[config.mk]
export PLATFORM = sky130hd
export DESIGN_NAME = glyph_overlay
export DESIGN_NICKNAME = d
export VERILOG_FILES = /design/src/rtl/glyph_overlay.sv
export SDC_FILE = /design/constraint.sdc
export NUM_CORES = 1
export LEC_CHECK = 0
export ABC_AREA = 0
export BUFFER_PORTS_ARGS = -buffer_cell sky130_fd_sc_hd__buf_2
export CORE_ASPECT_RATIO = 1.1
export CORE_MARGIN = 8
export CORE_UTILIZATION = 50
export DETAILED_ROUTE_END_ITERATION = 6
export PLACE_DENSITY = 0.76
export SETUP_SLACK_MARGIN = 0.2
export SLEW_MARGIN = 30
export SYNTH_ARGS = -nofsm -noshare
export SYNTH_HDL_FRONTEND = slang
export SYNTH_SLANG_ARGS = --single-unit
[constraint.sdc]
create_clock -name clk -period 2.9 [get_ports clk]
set_clock_uncertainty 0.15 [all_clocks]
set_input_delay 0.145 -clock clk [delete_from_list [all_inputs] [get_ports clk]]
set_output_delay 0.145 -clock clk [all_outputs]
set_load 0.005 [all_outputs]
[src/rtl/glyph_overlay.sv]
// glyph_overlay: two-stage pixel pipeline that overlays a 64x64 glyph bitmap
// (optionally scaled and blinking) on the incoming background colour, keeping
// colour and sync aligned at a fixed two-clock latency.
module glyph_overlay #(
    parameter int unsigned X0           = 288,
    parameter int unsigned Y0           = 208,
    parameter int unsigned SCALE_LOG2   = 0,
    parameter logic [11:0] FG_RGB       = 12'hFFF,
    parameter int unsigned BLINK_FRAMES = 30
) (
    input  logic        clk,
    input  logic        rst_n,
    input  logic [9:0]  hc,
    input  logic [9:0]  vc,
    input  logic        vidon,
    input  logic        hsync_in,
    input  logic        vsync_in,
    input  logic [11:0] bg_rgb,
    input  logic        overlay_en,
    output logic [5:0]  addr_F,
    input  logic [63:0] F_row,
    output logic [11:0] rgb,
    output logic        hsync,
    output logic        vsync
);

    // Window geometry in 11 bits so X0 + width never wraps past 1023.
    localparam logic [10:0] X0_W  = 11'(X0);
    localparam logic [10:0] Y0_W  = 11'(Y0);
    localparam logic [10:0] WIN_W = 11'(64 << SCALE_LOG2);
    localparam int unsigned FCW   = (BLINK_FRAMES < 1) ? 1 : $clog2(BLINK_FRAMES + 1);

    logic [10:0] hc_x, vc_x;
    logic        hwin, vwin;

    // Stage 1 state
    logic [63:0] row_d, row_q;
    logic [5:0]  col_d, col_q;
    logic        win_d, win_q;
    logic        vid_d, vid_q;
    logic        hs_d, hs_q;
    logic        vs_d, vs_q;
    logic [11:0] bg_d, bg_q;

    // Stage 2 state
    logic [11:0] rgb_d, rgb_q;
    logic        hsync_d, hsync_q;
    logic        vsync_d, vsync_q;

    // Blink state
    logic           frame_tick;
    logic [FCW-1:0] frame_cnt_d, frame_cnt_q;
    logic           blink_on_d, blink_on_q;

    // Window test and ROM row address for the current line.
    always_comb begin
        hc_x   = {1'b0, hc};
        vc_x   = {1'b0, vc};
        hwin   = (hc_x >= X0_W) && (hc_x < X0_W + WIN_W);
        vwin   = (vc_x >= Y0_W) && (vc_x < Y0_W + WIN_W);
        addr_F = vwin ? 6'((vc_x - Y0_W) >> SCALE_LOG2) : 6'd0;
    end

    // Stage 1: capture the ROM row alongside everything else for this pixel.
    always_comb begin
        row_d = F_row;
        col_d = 6'((hc_x - X0_W) >> SCALE_LOG2);
        win_d = hwin && vwin;
        vid_d = vidon;
        hs_d  = hsync_in;
        vs_d  = vsync_in;
        bg_d  = bg_rgb;
    end

    // Stage 2: blanking beats glyph, glyph beats background.
    always_comb begin
        hsync_d = hs_q;
        vsync_d = vs_q;
        if (!vid_q) begin
            rgb_d = 12'h000;
        end else if (win_q && overlay_en && blink_on_q && row_q[col_q]) begin
            rgb_d = FG_RGB;
        end else begin
            rgb_d = bg_q;
        end
    end

    // Blink phase counter; vs_q already holds last cycle's vsync_in, so it
    // doubles as the edge-detect delay for the frame tick.
    always_comb begin
        // NOTE: defaults first so every path assigns every output and no latch is inferred.
        frame_cnt_d = frame_cnt_q;
        blink_on_d  = blink_on_q;
        frame_tick  = vs_q & ~vsync_in;
        if (BLINK_FRAMES == 0) begin
            frame_cnt_d = '0;
            blink_on_d  = 1'b1;
        end else if (frame_tick) begin
            if (frame_cnt_q == FCW'(BLINK_FRAMES - 1)) begin
                frame_cnt_d = '0;
                blink_on_d  = ~blink_on_q;
            end else begin
                frame_cnt_d = frame_cnt_q + FCW'(1);
            end
        end
    end

    // Pipeline registers; syncs reset inactive (high) so release makes no pulse.
    always_ff @(posedge clk or negedge rst_n) begin
        // NOTE: non-blocking assignments so every flop samples pre-edge values.
        if (!rst_n) begin
            row_q   <= '0;
            col_q   <= '0;
            win_q   <= 1'b0;
            vid_q   <= 1'b0;
            hs_q    <= 1'b1;
            vs_q    <= 1'b1;
            bg_q    <= '0;
            rgb_q   <= '0;
            hsync_q <= 1'b1;
            vsync_q <= 1'b1;
        end else begin
            row_q   <= row_d;
            col_q   <= col_d;
            win_q   <= win_d;
            vid_q   <= vid_d;
            hs_q    <= hs_d;
            vs_q    <= vs_d;
            bg_q    <= bg_d;
            rgb_q   <= rgb_d;
            hsync_q <= hsync_d;
            vsync_q <= vsync_d;
        end
    end

    // Blink registers; glyph starts visible after reset.
    always_ff @(posedge clk or negedge rst_n) begin
        if (!rst_n) begin
            frame_cnt_q <= '0;
            blink_on_q  <= 1'b1;
        end else begin
            frame_cnt_q <= frame_cnt_d;
            blink_on_q  <= blink_on_d;
        end
    end

    assign rgb   = rgb_q;
    assign hsync = hsync_q;
    assign vsync = vsync_q;

endmodule

# Yosys cells after proc, flatten, opt, wreduce, memory -nomap -nowiden
# Cells that the tools add are included.
op_classes:
  n_addsub: 3
  magnitude_cmp: 5
  n_eq_ne: 1
  mux: 6
  n_bitwise: 3
  n_reduce_logical: 7
ops:
  columns: ["cell", "n"]
  rows:
  - ["$mux 12", 2]
  - ["$lt 10x9->1 const B", 2]
  - ["$ge 10x8->1 const B", 1]
  - ["$ge 10x9->1 const B", 1]
  - ["$lt 6x7->1 const B", 1]
  - ["$bmux 1 s6", 1]
  - ["$logic_and 1x1->1", 6]
  - ["$mux 6", 1]
  - ["$sub 6x5->6 const B", 1]
  - ["$sub 6x6->6 const B", 1]
  - ["$add 5x1->5 const B", 1]
  - ["$eq 5x5->1 const B", 1]
  - ["$mux 5", 1]
  - ["$not 1->1", 2]
  - ["$reduce_and 2->1", 1]
  - ["$and 1x1->1", 1]
  - ["$mux 1", 1]
word_totals:
  register_bits: 106
  inputBits: 102
  output_inout_bits: 20
  word_cells: 37

# Logic depth before layout (Yosys ltp)
# Gate-level depths: netlist of the first run.
depth:
  word_depth: 5
  depth_mapped: 8
  depth_no_buf: 7

# Worst setup path before layout of the first run
# No wires, ideal clock.
synth_path:
  path_type: "flip-flop to flip-flop"
  startpoint: "reg col_q[1]"
  endpoint: "reg rgb_q[10] (netlist: rgb[10])"
  setup_ps: 128
  arrival_ps: 1846
  required_ps: 2622
  slack_ps: 776
  stages_incl_launch_ff: 9
  path_buffers: 3
  period_less_slack_ps: 2124
  cell_sequence: "dfrtp_1 buf_4 buf_2 mux4_2 mux2i_1 nand3b_1 o2111ai_1 buf_2 nand3_1"
synth_between:
  elab_chain_cells: 5
synth_rtl:
  columns: ["item", "line_no", "source"]
  rows:
  - ["start: declaration", "38", "logic [5:0] col_d, col_q;"]
  - ["start signal: assignment", "124", "col_q <= col_d;"]
  - ["$bmux 1 s6", "81", "end else if (win_q && overlay_en && blink_on_q && row_q[col_q]) begin"]
  - ["$mux 1 (not written as such)", "81", null]
  - ["$logic_and 1x1->1", "81", null]
  - ["$mux 12", "81", null]
  - ["$mux 12", "79", "if (!vid_q) begin"]
  - ["net rgb_d[10]", "46", "logic [11:0] rgb_d, rgb_q;"]
  - ["end signal: assignment", "130", "rgb_q <= rgb_d;"]
  - ["end: declaration", "46", null]
# The timed path passes the listed nets, and every way through them passes these cells. The select of a mux whose other input is x is not followed.
# A chain may end at the register's enable or synchronous reset.

# Final worst setup path of the first run
layout_path:
  startpoint: "reg col_q[1]"
  endpoint: "reg rgb_q[4] (netlist: rgb[4])"
# Same word-level chain as after synthesis.

==> results of run 1 <==
==> layer usage <==
layer,up-vias,wire (um)
met1,1285,3400
met5,-,0
met2,74,5480
met4,0,227
met3,17,413
li1,1252,-
==> layout by cell type, fill, tap and decap left out, drive strengths merged, types with 2 or more instances in the layout <==
cell         instances
clkinv               3
o21ai                5
nand3b               2
buf                125
nor2b                3
dlygate4sd3         88
nand2b               2
and2                 4
dfstp                5
ha                   4
nor3                 4
nor2                 7
inv                 10
o2111ai              2
nand4                2
a41o                 2
a22oi                2
nand3               14
clkbuf               9
mux2i               13
mux4                12
dfrtp              101
nand2               20
or3                  2
==> worst paths after layout <==
kind | to | slack, ps | from | depth (start not counted)
min in group clk | hsync | 220 | hs_q | 0
setup / recovery | rgb[4] | 600 | col_q[1] | 5
max in group asynchronous | blink_on_q | 1810 | rst_n | 3
hold / removal | row_q[46] | 40 | rst_n | 2
setup reg to reg | rgb[4] | 600 | col_q[1] | 5
hold reg to reg | hsync | 220 | hs_q | 0
==> cell type report <==
class | instances | area, um^2 | share of cell area [%]
sequential | 106 | 2660 | 48.7
timing repair buffer | 213 | 1530 | 28.0
multi-input combinational | 112 | 938 | 17.2
clock buffer | 9 | 124 | 2.27
tap | 87 | 109 | 1.99
clock inverter | 7 | 68.8 | 1.26
inverter | 7 | 26.3 | 0.481
antenna | 1 | 2.50 | 0.0458
==> power by group <==
| group | leakage, nW | internal [mW] | switching, mW |
|---|---|---|---|
| combinational | 1.33 | 0.213 | 0.138 |
| clock | 0.0964 | 0.335 | 0.532 |
| sequential | 1.25 | 1.58 | 0.0593 |
| total | 2.67 | 2.13 | 0.729 |
==> cells by family (layout without fill, tap and decap cells) <==
logic type,after synthesis,in the layout,synth area share (%)
compound gates,17,17,3.67
xor+xnor,2,2,0.476
fa+ha+maj,4,4,1.36
buf+inv,16,236,2.28
flops,106,106,72.2
mux,26,26,11.6
other cells,0,1,0
simple gates,63,63,8.40
==> stage by stage <==
stage | power (mW) | cells | setup slack, ps | area (um^2) | util (%)
6_report | 2.85 | 542 | 605 | 5460 | 74.7
5_1_grt | 2.98 | 542 | 381 | 5460 | 74.7
4_1_cts | 2.86 | 541 | 332 | 5460 | 74.7
3_5_place_dp | 1.92 | 437 | 360 | 4380 | 60.0
3_3_place_gp | 1.91 | 437 | 444 | 4380 | 60.0
2_1_floorplan | 1.77 | 234 | 776 | 3680 | -
==> state kept, by name, summed over array words and instances, names as in the netlist, 5 cells and up <==
register	flops
bg_q	12
col_q	6
frame_cnt_q	5
rgb	12
row_q	64
==> worst max-delay path, cell delays in order, from the launching register on <==
cell and delay [ps]:
dfrtp_2 630, mux4_2 550, mux2i_1 150, nor2_1 70
o211ai_2 440, nand3_1 150
==> repair_timing <==
action                                 CTS  global route
resized for setup                        0             1
endpoints found under the hold margin  191             0
hold buffers                            88             0
setup endpoints to repair                0            12
==> reports/results.md, run 1 <==
- **run status** finished, final reports clean
- **total number of clock tree sinks** 106
- **starting density of the core** 50.4%
- **kind of end point of the critical path** flop
- **GP Congestion** 0.733
- **die area** 10400 um^2
- **unrepaired setup endpoints after global routing** false
- **startpoint-to-endpoint class of the critical path** reg2reg
- **required time reported for the critical path endpoint** 2960 ps
- **clock transition at the register clock pins on the worst setup and hold paths after CTS** 110 ps
- **busiest grt layer** met2
- **Placement Rows** 33
- **Post-Syn Area per Cell** 15.7 um^2
- **CTS H-tree depth** 3
- **Leak Pwr** 2.67 nW
- **number of clock buffers inserted by TritonCTS** 9
- **P per Cell Area** 523 nW/um^2
- **top cells by area, synth** dfrtp_1 69%, mux4_2 4.9%, dfstp_2 3.6%, mux2i_1 3.5%, mux4_1 2.9%
- **actual transition at the worst max-transition pin** 509 ps
- **met1 track demand over resource in global routing** 18.6%
- **average wire length per cell after detail routing** 17.6 um
- **max-slew violation count** 0
- **residual overflow from global routing** 0
- **CP Launch Type** flop
- **Detailed Place HPWL** 5.76 mm
- **flip-flop cell with the highest count after synthesis** dfrtp_1
- **count of fill cells added during filler insertion** 439
- **most common cell in the netlist** dfrtp_1
- **violation count after the first detailed-route iteration** 62
- **final-stage net count** 555
- **post-route DRC violation count** 0
- **met3 usage in global routing** 4.51%
- **async set-reset flop share out of synthesis** 100%
- **fraction of final layout cells with drive strength greater than 1** 35.0%
- **Final setup viols** 0
- **Tightest Hold Check Type** in2async
- **area grow syn2layout** 48.3%
- **final-layout worst hold slack** 44.7 ps
- **maximum operating frequency** 0.436 GHz
- **DIE HEIGHT** 106 um
- **maximum buffer depth of the clock tree** 2
- **met2 Track Usage GR** 35.8%
- **final routed wirelength across all metal layers** 9.52 mm
- **Post-CTS Setup Bufs** 0
- **Min Clock Period, post-route** 2300 ps
- **Die Wd** 97.8 um
- **Root Driver** clkbuf_8
- **total nets after synthesis** 340
- **Period Utilization, post-route** 79.2%
- **top cell type by total area after synthesis** dfrtp_1
- **Commonest cells post-synth** 101 x dfrtp_1, 20 x nand2_1, 14 x nand3_1
- **Max VDD drop** 0.381 mV
- **count of port buffers added during placement** 121
- **top fanout value on the critical path** 17
- **number of synthesized flops with an enable pin** 0
- **Antenna Nets Post-Route** 0
- **via count of the first global-routing pass** 3026
- **CTS tree** yes
- **final setup TNS** 0 ps
- **routed via count divided by cell count** 4.85
- **I/O pin total** 122
- **insertion delay of the later-clocked pin in the worst-skew pair** 360 ps
- **number of storage elements in the synthesis netlist** 106
- **count of TritonRoute iterations in the first routing pass** 4
- **Slew Limit Headroom** 65.9%
- **maximum capacitance violations** 0
- **all-layer global routing usage** 18.8%
- **library cells used by synthesis** 37
- **initial antenna violation count** 1
- **arrival time of the worst setup path** 2360 ps
- **YS warnings** 0
- **placeable core area** 7310 um^2
- **wire length of the first global-routing pass** 15.0 mm
- **synthesized instance count** 234
- **largest net degree at the start of global routing** 88
- **Synth top area share** 68.7%
- **via count** 2628
- **final hold violations** 0
- **combined area of all synthesized cells** 3680 um^2
- **sequential-to-total area share from yosys stat** 72.2%
Note: power is estimated with default switching activity, not from simulation.
==> inputs of run 2 (changes only) <==
clock period = 2.3 ns   (was 2.9 ns; I/O delays follow)
==> run 2 against run 1 <==
Against the previous run: critical path depth up 2; sequential share of layout area down 1.4 points; hold slack better by 55 ps; die area unchanged; utilization rose by 2.1 points; critical path type unchanged; sequential power grew 26%.
==> reports/results.md, run 2 (synthesis results as in run 1) <==
- **residual overflow from global routing** 0, unchanged
- **Antenna Nets Post-Route** 0, unchanged
- **CP Launch Type** flop
- **final hold violations** 0, unchanged
- **CTS tree** yes
- **maximum buffer depth of the clock tree** 2, unchanged
- **final setup TNS** 0 ps, unchanged
- **insertion delay of the later-clocked pin in the worst-skew pair** 350 ps, about the same
- **all-layer global routing usage** 19.8%, +0.92 points
- **I/O pin total** 122, unchanged
- **P per Cell Area** 657 nW/um^2, +26%
- **arrival time of the worst setup path** 2250 ps, -110 ps
- **kind of end point of the critical path** flop
- **flip-flop count of the largest register, all copies and words added** 64, unchanged
- **final-stage net count** 564, +1.6%
- **Tightest Hold Check Type** in2async
- **CTS H-tree depth** 3, unchanged
- **largest net degree at the start of global routing** 49, -44%
- **die area** 10400 um^2, unchanged
- **post-route DRC violation count** 0, unchanged
- **via count** 2694, +2.5%
- **register name with the most flops** row_q
- **wire length of the first global-routing pass** 15.6 mm, +4.0%
- **maximum capacitance violations** 0, unchanged
- **routed via count divided by cell count** 4.88, +0.65%
- **unrepaired setup endpoints after global routing** true
- **DIE HEIGHT** 106 um, unchanged
- **final routed wirelength across all metal layers** 10.1 mm, +6.1%
- **actual transition at the worst max-transition pin** 462 ps, -47.5 ps
- **startpoint-to-endpoint class of the critical path** reg2reg
- **switching power** 0.855 mW, +17%
- **via count of the first global-routing pass** 3151, +4.1%
- **Max VDD drop** 0.567 mV, +49%
- **starting density of the core** 50.4%, unchanged
- **area grow syn2layout** 52.5%
- **Period Utilization, post-route** 94.8%, +16 points
- **count of TritonRoute iterations in the first routing pass** 4, unchanged
- **number of clock buffers inserted by TritonCTS** 9, unchanged
- **longest individual stage delay on the worst path** 420 ps, -210 ps
- **worst slack at placement** 88.2 ps, -272 ps
- **average wire length per cell after detail routing** 18.3 um, +4.2%
- **Final setup viols** 0, unchanged
- **cell type of the slowest stage on the worst timing path** dfrtp_1
- **fraction of final layout cells with drive strength greater than 1** 37.1%, +2.1 points
- **violation count after the first detailed-route iteration** 98, +58%
- **initial antenna violation count** 2, +1
- **sequential share of power** 56.0%, -1.4 points
- **count of port buffers added during placement** 121, unchanged
- **proportion of power drawn by the clock network** 31.0%, +0.6 points
- **Die Wd** 97.8 um, unchanged
- **maximum operating frequency** 0.459 GHz, +5.3%
- **GP Congestion** 0.727, -0.80%
- **Detailed Place HPWL** 6.11 mm, +6.0%
- **Placement Rows** 33, unchanged
- **share of total power in combinational logic** 13.0%, +0.7 points
- **crit-path cells** buf_12 > buf_4 > mux4_2 > mux2_2 > or3_4 > o211ai_2 > nand3_1
- **run status** finished, final reports clean
- **placeable core area** 7310 um^2, unchanged
- **Min Clock Period, post-route** 2180 ps, -116 ps
- **Slew Limit Headroom** 68.8%, +2.9 points
- **most common cell after layout, fill and taps aside** buf_2
- **Int Power** 2.84 mW, +33%
- **clock transition at the register clock pins on the worst setup and hold paths after CTS** 90 ps, -20 ps
- **Leak Pwr** 2.74 nW, +2.4%
- **final core utilization** 76.8%, +2.1 points
- **max-slew violation count** 0, unchanged
- **final-layout worst hold slack** 99.4 ps, +54.8 ps
- **total number of clock tree sinks** 106, unchanged
- **Root Driver** clkbuf_8
- **top fanout value on the critical path** 13, -4
- **smallest setup slack after layout** 120 ps, -484 ps
- **commonest non-fill, non-tap cells in the layout** 120 x buf_2, 101 x dfrtp_1, 88 x dlygate4sd3_1
- **switching share of total power** 23.2%, -2.4 points
- **required time reported for the critical path endpoint** 2370 ps, -590 ps
==> run 2: cell types whose count changed in the layout (fill, tap and decap cells not counted), moves of 2 or more <==
| cell | previous run | this run |
|---|---|---|
| mux4_2 | 8 | 10 |
| buf_6 | 0 | 2 |
| clkbuf_8 | 9 | 11 |
| buf_12 | 1 | 4 |
| inv_8 | 2 | 0 |
| buf_4 | 4 | 7 |
| mux4_1 | 4 | 2 |
==> run 2: final timing paths <==
path                                 start        end  slack, ps  cells past startpoint
worst max register to register    col_q[1]     rgb[1]        120                      7
worst min-delay path                 rst_n  row_q[37]        100                      2
min in group clk                overlay_en     rgb[3]        200                      5
worst min register to register        hs_q      hsync        220                      0
worst max-delay path              col_q[1]     rgb[1]        120                      7
max in group asynchronous            rst_n      vsync       1150                      3
==> run 2: power by group through the flow <==
stage	sequential, mW	clock [mW]	combinational (mW)
6_report	2.07	1.15	0.479
5_1_grt	2.08	1.25	0.529
4_1_cts	2.06	1.16	0.468
3_5_place_dp	2.10	0	0.345
3_3_place_gp	2.09	0	0.330
2_1_floorplan	2.07	0	0.161
==> run 2: critical path: cells and delay by family (launching register included) <==
| kind | cells | cell delay, ps |
|---|---|---|
| buffers and inverters | 2 | 310 |
| AO/OA/AOI/OAI | 1 | 150 |
| AND/OR/NAND/NOR | 2 | 480 |
| multiplexers | 2 | 540 |
| flip-flops | 1 | 420 |
==> run 2: per-stage QoR <==
step | instances | power [mW] | instance area, um^2
floorplan | 234 | 2.23 | 3680
global placement | 441 | 2.42 | 4430
detailed placement | 441 | 2.44 | 4430
CTS | 546 | 3.69 | 5550
global route | 552 | 3.85 | 5620
finish | 552 | 3.69 | 5620
==> run 2: area by class of cell <==
cell class	instances	area, um^2
multi-input cells	113	975
clock buffers	12	155
clock inverters	4	50.0
well taps	87	109
inverters	7	26.3
fillers	451	1690
flip-flops and latches	106	2660
diodes	2	5.00
repair buffers	221	1640
==> run 2: layer usage <==
metal	track usage (%)	routed length, um	share of wire, %	vias to the layer above
met2	38.4	5770	57	82
li1	-	-	-	1266
met5	0	0	0	-
met3	5.23	492	4.9	21
met1	19.1	3560	35	1325
met4	8.58	277	2.7	0
==> run 2: timing repair <==
item,CTS,global route
hold buffers,88,0
cloned,1,1
endpoints found under the setup margin,12,12
pin swaps,3,1
resized for setup,4,5
setup buffers,0,3
hold endpoints to repair,166,0
==> inputs of run 3 (changes only) <==
GPL_TIMING_DRIVEN = 0   (was not set)
==> run 3 against run 2 <==
Against the previous run: non-clock buffer count up 2; sequential share of layout area up 0.15 points; register-to-register slack lost 40 ps; critical path type unchanged; die area is the same; critical endpoint is now rgb[8]; worst setup slack got worse by 38 ps.
==> reports/results.md, run 3 (synthesis results as in run 1) <==
- **Worst R2R Start** col_q[0]
- **most common cell after layout, fill and taps aside** buf_2
- **unrepaired setup endpoints after global routing** true
- **clock transition at the register clock pins on the worst setup and hold paths after CTS** 90 ps, about the same
- **startpoint-to-endpoint class of the critical path** reg2reg
- **total number of clock tree sinks** 106, unchanged
- **fraction of final layout cells with drive strength greater than 1** 37.7%, +0.57 points
- **required time reported for the critical path endpoint** 2390 ps, +20 ps
- **maximum operating frequency** 0.451 GHz, -1.7%
- **DIE HEIGHT** 106 um, unchanged
- **residual overflow from global routing** 0, unchanged
- **Root Driver** clkbuf_8
- **commonest non-fill, non-tap cells in the layout** 120 x buf_2, 101 x dfrtp_1, 88 x dlygate4sd3_1
- **average wire length per cell after detail routing** 18.0 um, -1.6%
- **top fanout value on the critical path** 5, -8
- **Detailed Place HPWL** 5.82 mm, -4.8%
- **Crit Reg-Reg Endpoint** rgb[8]
- **post-route standard cell area excluding fillers** 5600 um^2, -0.31%
- **initial antenna violation count** 1, -1
- **I/O pin total** 122, unchanged
- **maximum buffer depth of the clock tree** 2, unchanged
- **arrival time of the worst setup path** 2310 ps, +60 ps
- **violation count after the first detailed-route iteration** 76, -22%
- **GP Congestion** 0.716, -1.5%
- **switching power** 0.867 mW, +1.4%
- **final core utilization** 76.6%, -0.24 points
- **CTS tree** yes
- **final-stage net count** 565, +0.18%
- **number of clock buffers inserted by TritonCTS** 9, unchanged
- **reg2reg path depth** 7, unchanged
- **routed via count divided by cell count** 4.94, +1.2%
- **Total Power** 3.54 mW, -4.1%
- **area grow syn2layout** 52.1%
- **die area** 10400 um^2, unchanged
- **Int Power** 2.67 mW, -5.8%
- **Final setup viols** 0, unchanged
- **largest net degree at the start of global routing** 65, +33%
- **count of port buffers added during placement** 121, unchanged
- **wire length of the first global-routing pass** 15.9 mm, +1.9%
- **actual transition at the worst max-transition pin** 563 ps, +101 ps
- **Max VDD drop** 0.519 mV, -8.4%
- **Leak Pwr** 2.75 nW, +0.45%
- **Die Wd** 97.8 um, unchanged
- **count of TritonRoute iterations in the first routing pass** 6, +2
- **CP Launch Type** flop
- **Tightest Hold Check Type** in2async
- **share of total power in combinational logic** 13.5%, +0.5 points
- **maximum capacitance violations** 0, unchanged
- **final setup TNS** 0 ps, unchanged
- **all-layer global routing usage** 20.1%, +0.35 points
- **Period Utilization, post-route** 96.4%, +1.7 points
- **register name with the most flops** row_q
- **Placement Rows** 33, unchanged
- **run status** finished, final reports clean
- **flip-flop count of the largest register, all copies and words added** 64, unchanged
- **Slew Limit Headroom** 62.5%, -6.3 points
- **CTS H-tree depth** 3, unchanged
- **Min Clock Period, post-route** 2220 ps, +38.3 ps
- **proportion of power drawn by the clock network** 28.5%, -2.5 points
- **switching share of total power** 24.5%, +1.3 points
- **final hold violations** 0, unchanged
- **kind of end point of the critical path** flop
- **setup slack of the worst register-to-register path** 80 ps, -40 ps
- **via count of the first global-routing pass** 3174, +0.73%
- **starting density of the core** 50.4%, unchanged
- **insertion delay of the later-clocked pin in the worst-skew pair** 350 ps, about the same
- **final-layout worst hold slack** 161 ps, +61.8 ps
- **via count** 2727, +1.2%
- **post-detailed-placement cell area** 4420 um^2, -0.31%
- **sequential share of power** 58.1%, +2.1 points
- **post-route DRC violation count** 0, unchanged
- **P per Cell Area** 632 nW/um^2, -3.8%
- **max-slew violation count** 0, unchanged
- **final routed wirelength across all metal layers** 9.94 mm, -1.6%
- **placeable core area** 7310 um^2, unchanged
- **Antenna Nets Post-Route** 0, unchanged
==> run 3: cell count changes in the layout (fill, tap and decap cells not counted), moves of 2 or more <==
cell	previous run	this run
buf_12	4	1
buf_4	7	4
buf_6	2	7
clkbuf_1	1	3
clkbuf_8	11	9
nand3_1	13	8
nand3_2	1	6
==> run 3: power groups by stage <==
stage | combinational (mW) | sequential, mW | clock (mW)
floorplan | 0.161 | 2.07 | 0
global placement | 0.324 | 2.08 | 0
detailed placement | 0.342 | 2.09 | 0
CTS | 0.473 | 2.05 | 1.03
global route | 0.528 | 2.07 | 1.12
finish | 0.477 | 2.06 | 1.01
==> run 3: final cells by class <==
type / instances / area, um^2
Sequential cell: 106 / 2660
Fill cell: 443 / 1710
Timing Repair Buffer: 214 / 1550
Multi-Input combinational cell: 112 / 996
Clock buffer: 11 / 131
Tap cell: 87 / 109
Buffer: 9 / 83.8
Clock inverter: 5 / 40.0
Inverter: 7 / 26.3
Antenna cell: 1 / 2.50
==> run 3: metal layers <==
| layer | wire length (um) | part of all wire, % | track usage (%) |
|---|---|---|---|
| met1 | 3370 | 34 | 19.0 |
| met2 | 5730 | 58 | 38.7 |
| met3 | 459 | 4.6 | 5.10 |
| met4 | 387 | 3.9 | 11.1 |
| met5 | 0 | 0 | 0 |
==> run 3: critical path: stages (launching register included) <==
cell and delay, ps:
dfrtp_1 360, buf_6 120, mux4_2 490, mux2_4 290, or3_4 340, o211ai_4 120, buf_6 170, nand3_2 60
==> run 3: how the worst max path moves through the flow <==
stage	depth (start not counted)	startpoint	to	slack, ps
after floorplan	8	col_q[1]	rgb[10]	210
after global placement	8	col_q[2]	rgb[5]	-140
after detailed placement	8	col_q[2]	rgb[3]	-150
after CTS	7	col_q[0]	rgb[3]	70
after global routing	7	col_q[0]	rgb[6]	10
final	7	col_q[0]	rgb[8]	80
==> run 3: metrics by stage <==
step / instances / worst slack [ps]
final: 552 / 81.9
after detailed placement: 443 / -145
after global routing: 552 / 14.2
after global placement: 442 / -141
after floorplan: 234 / 206
after CTS: 550 / 73.7
==> run 3: what timing repair did <==
action	in CTS	in global routing
setup endpoints to repair	12	12
setup buffers	1	1
hold buffers	88	0
endpoints found under the hold margin	151	0
cloned	2	0
pin swaps	1	0
gates resized for setup	21	4
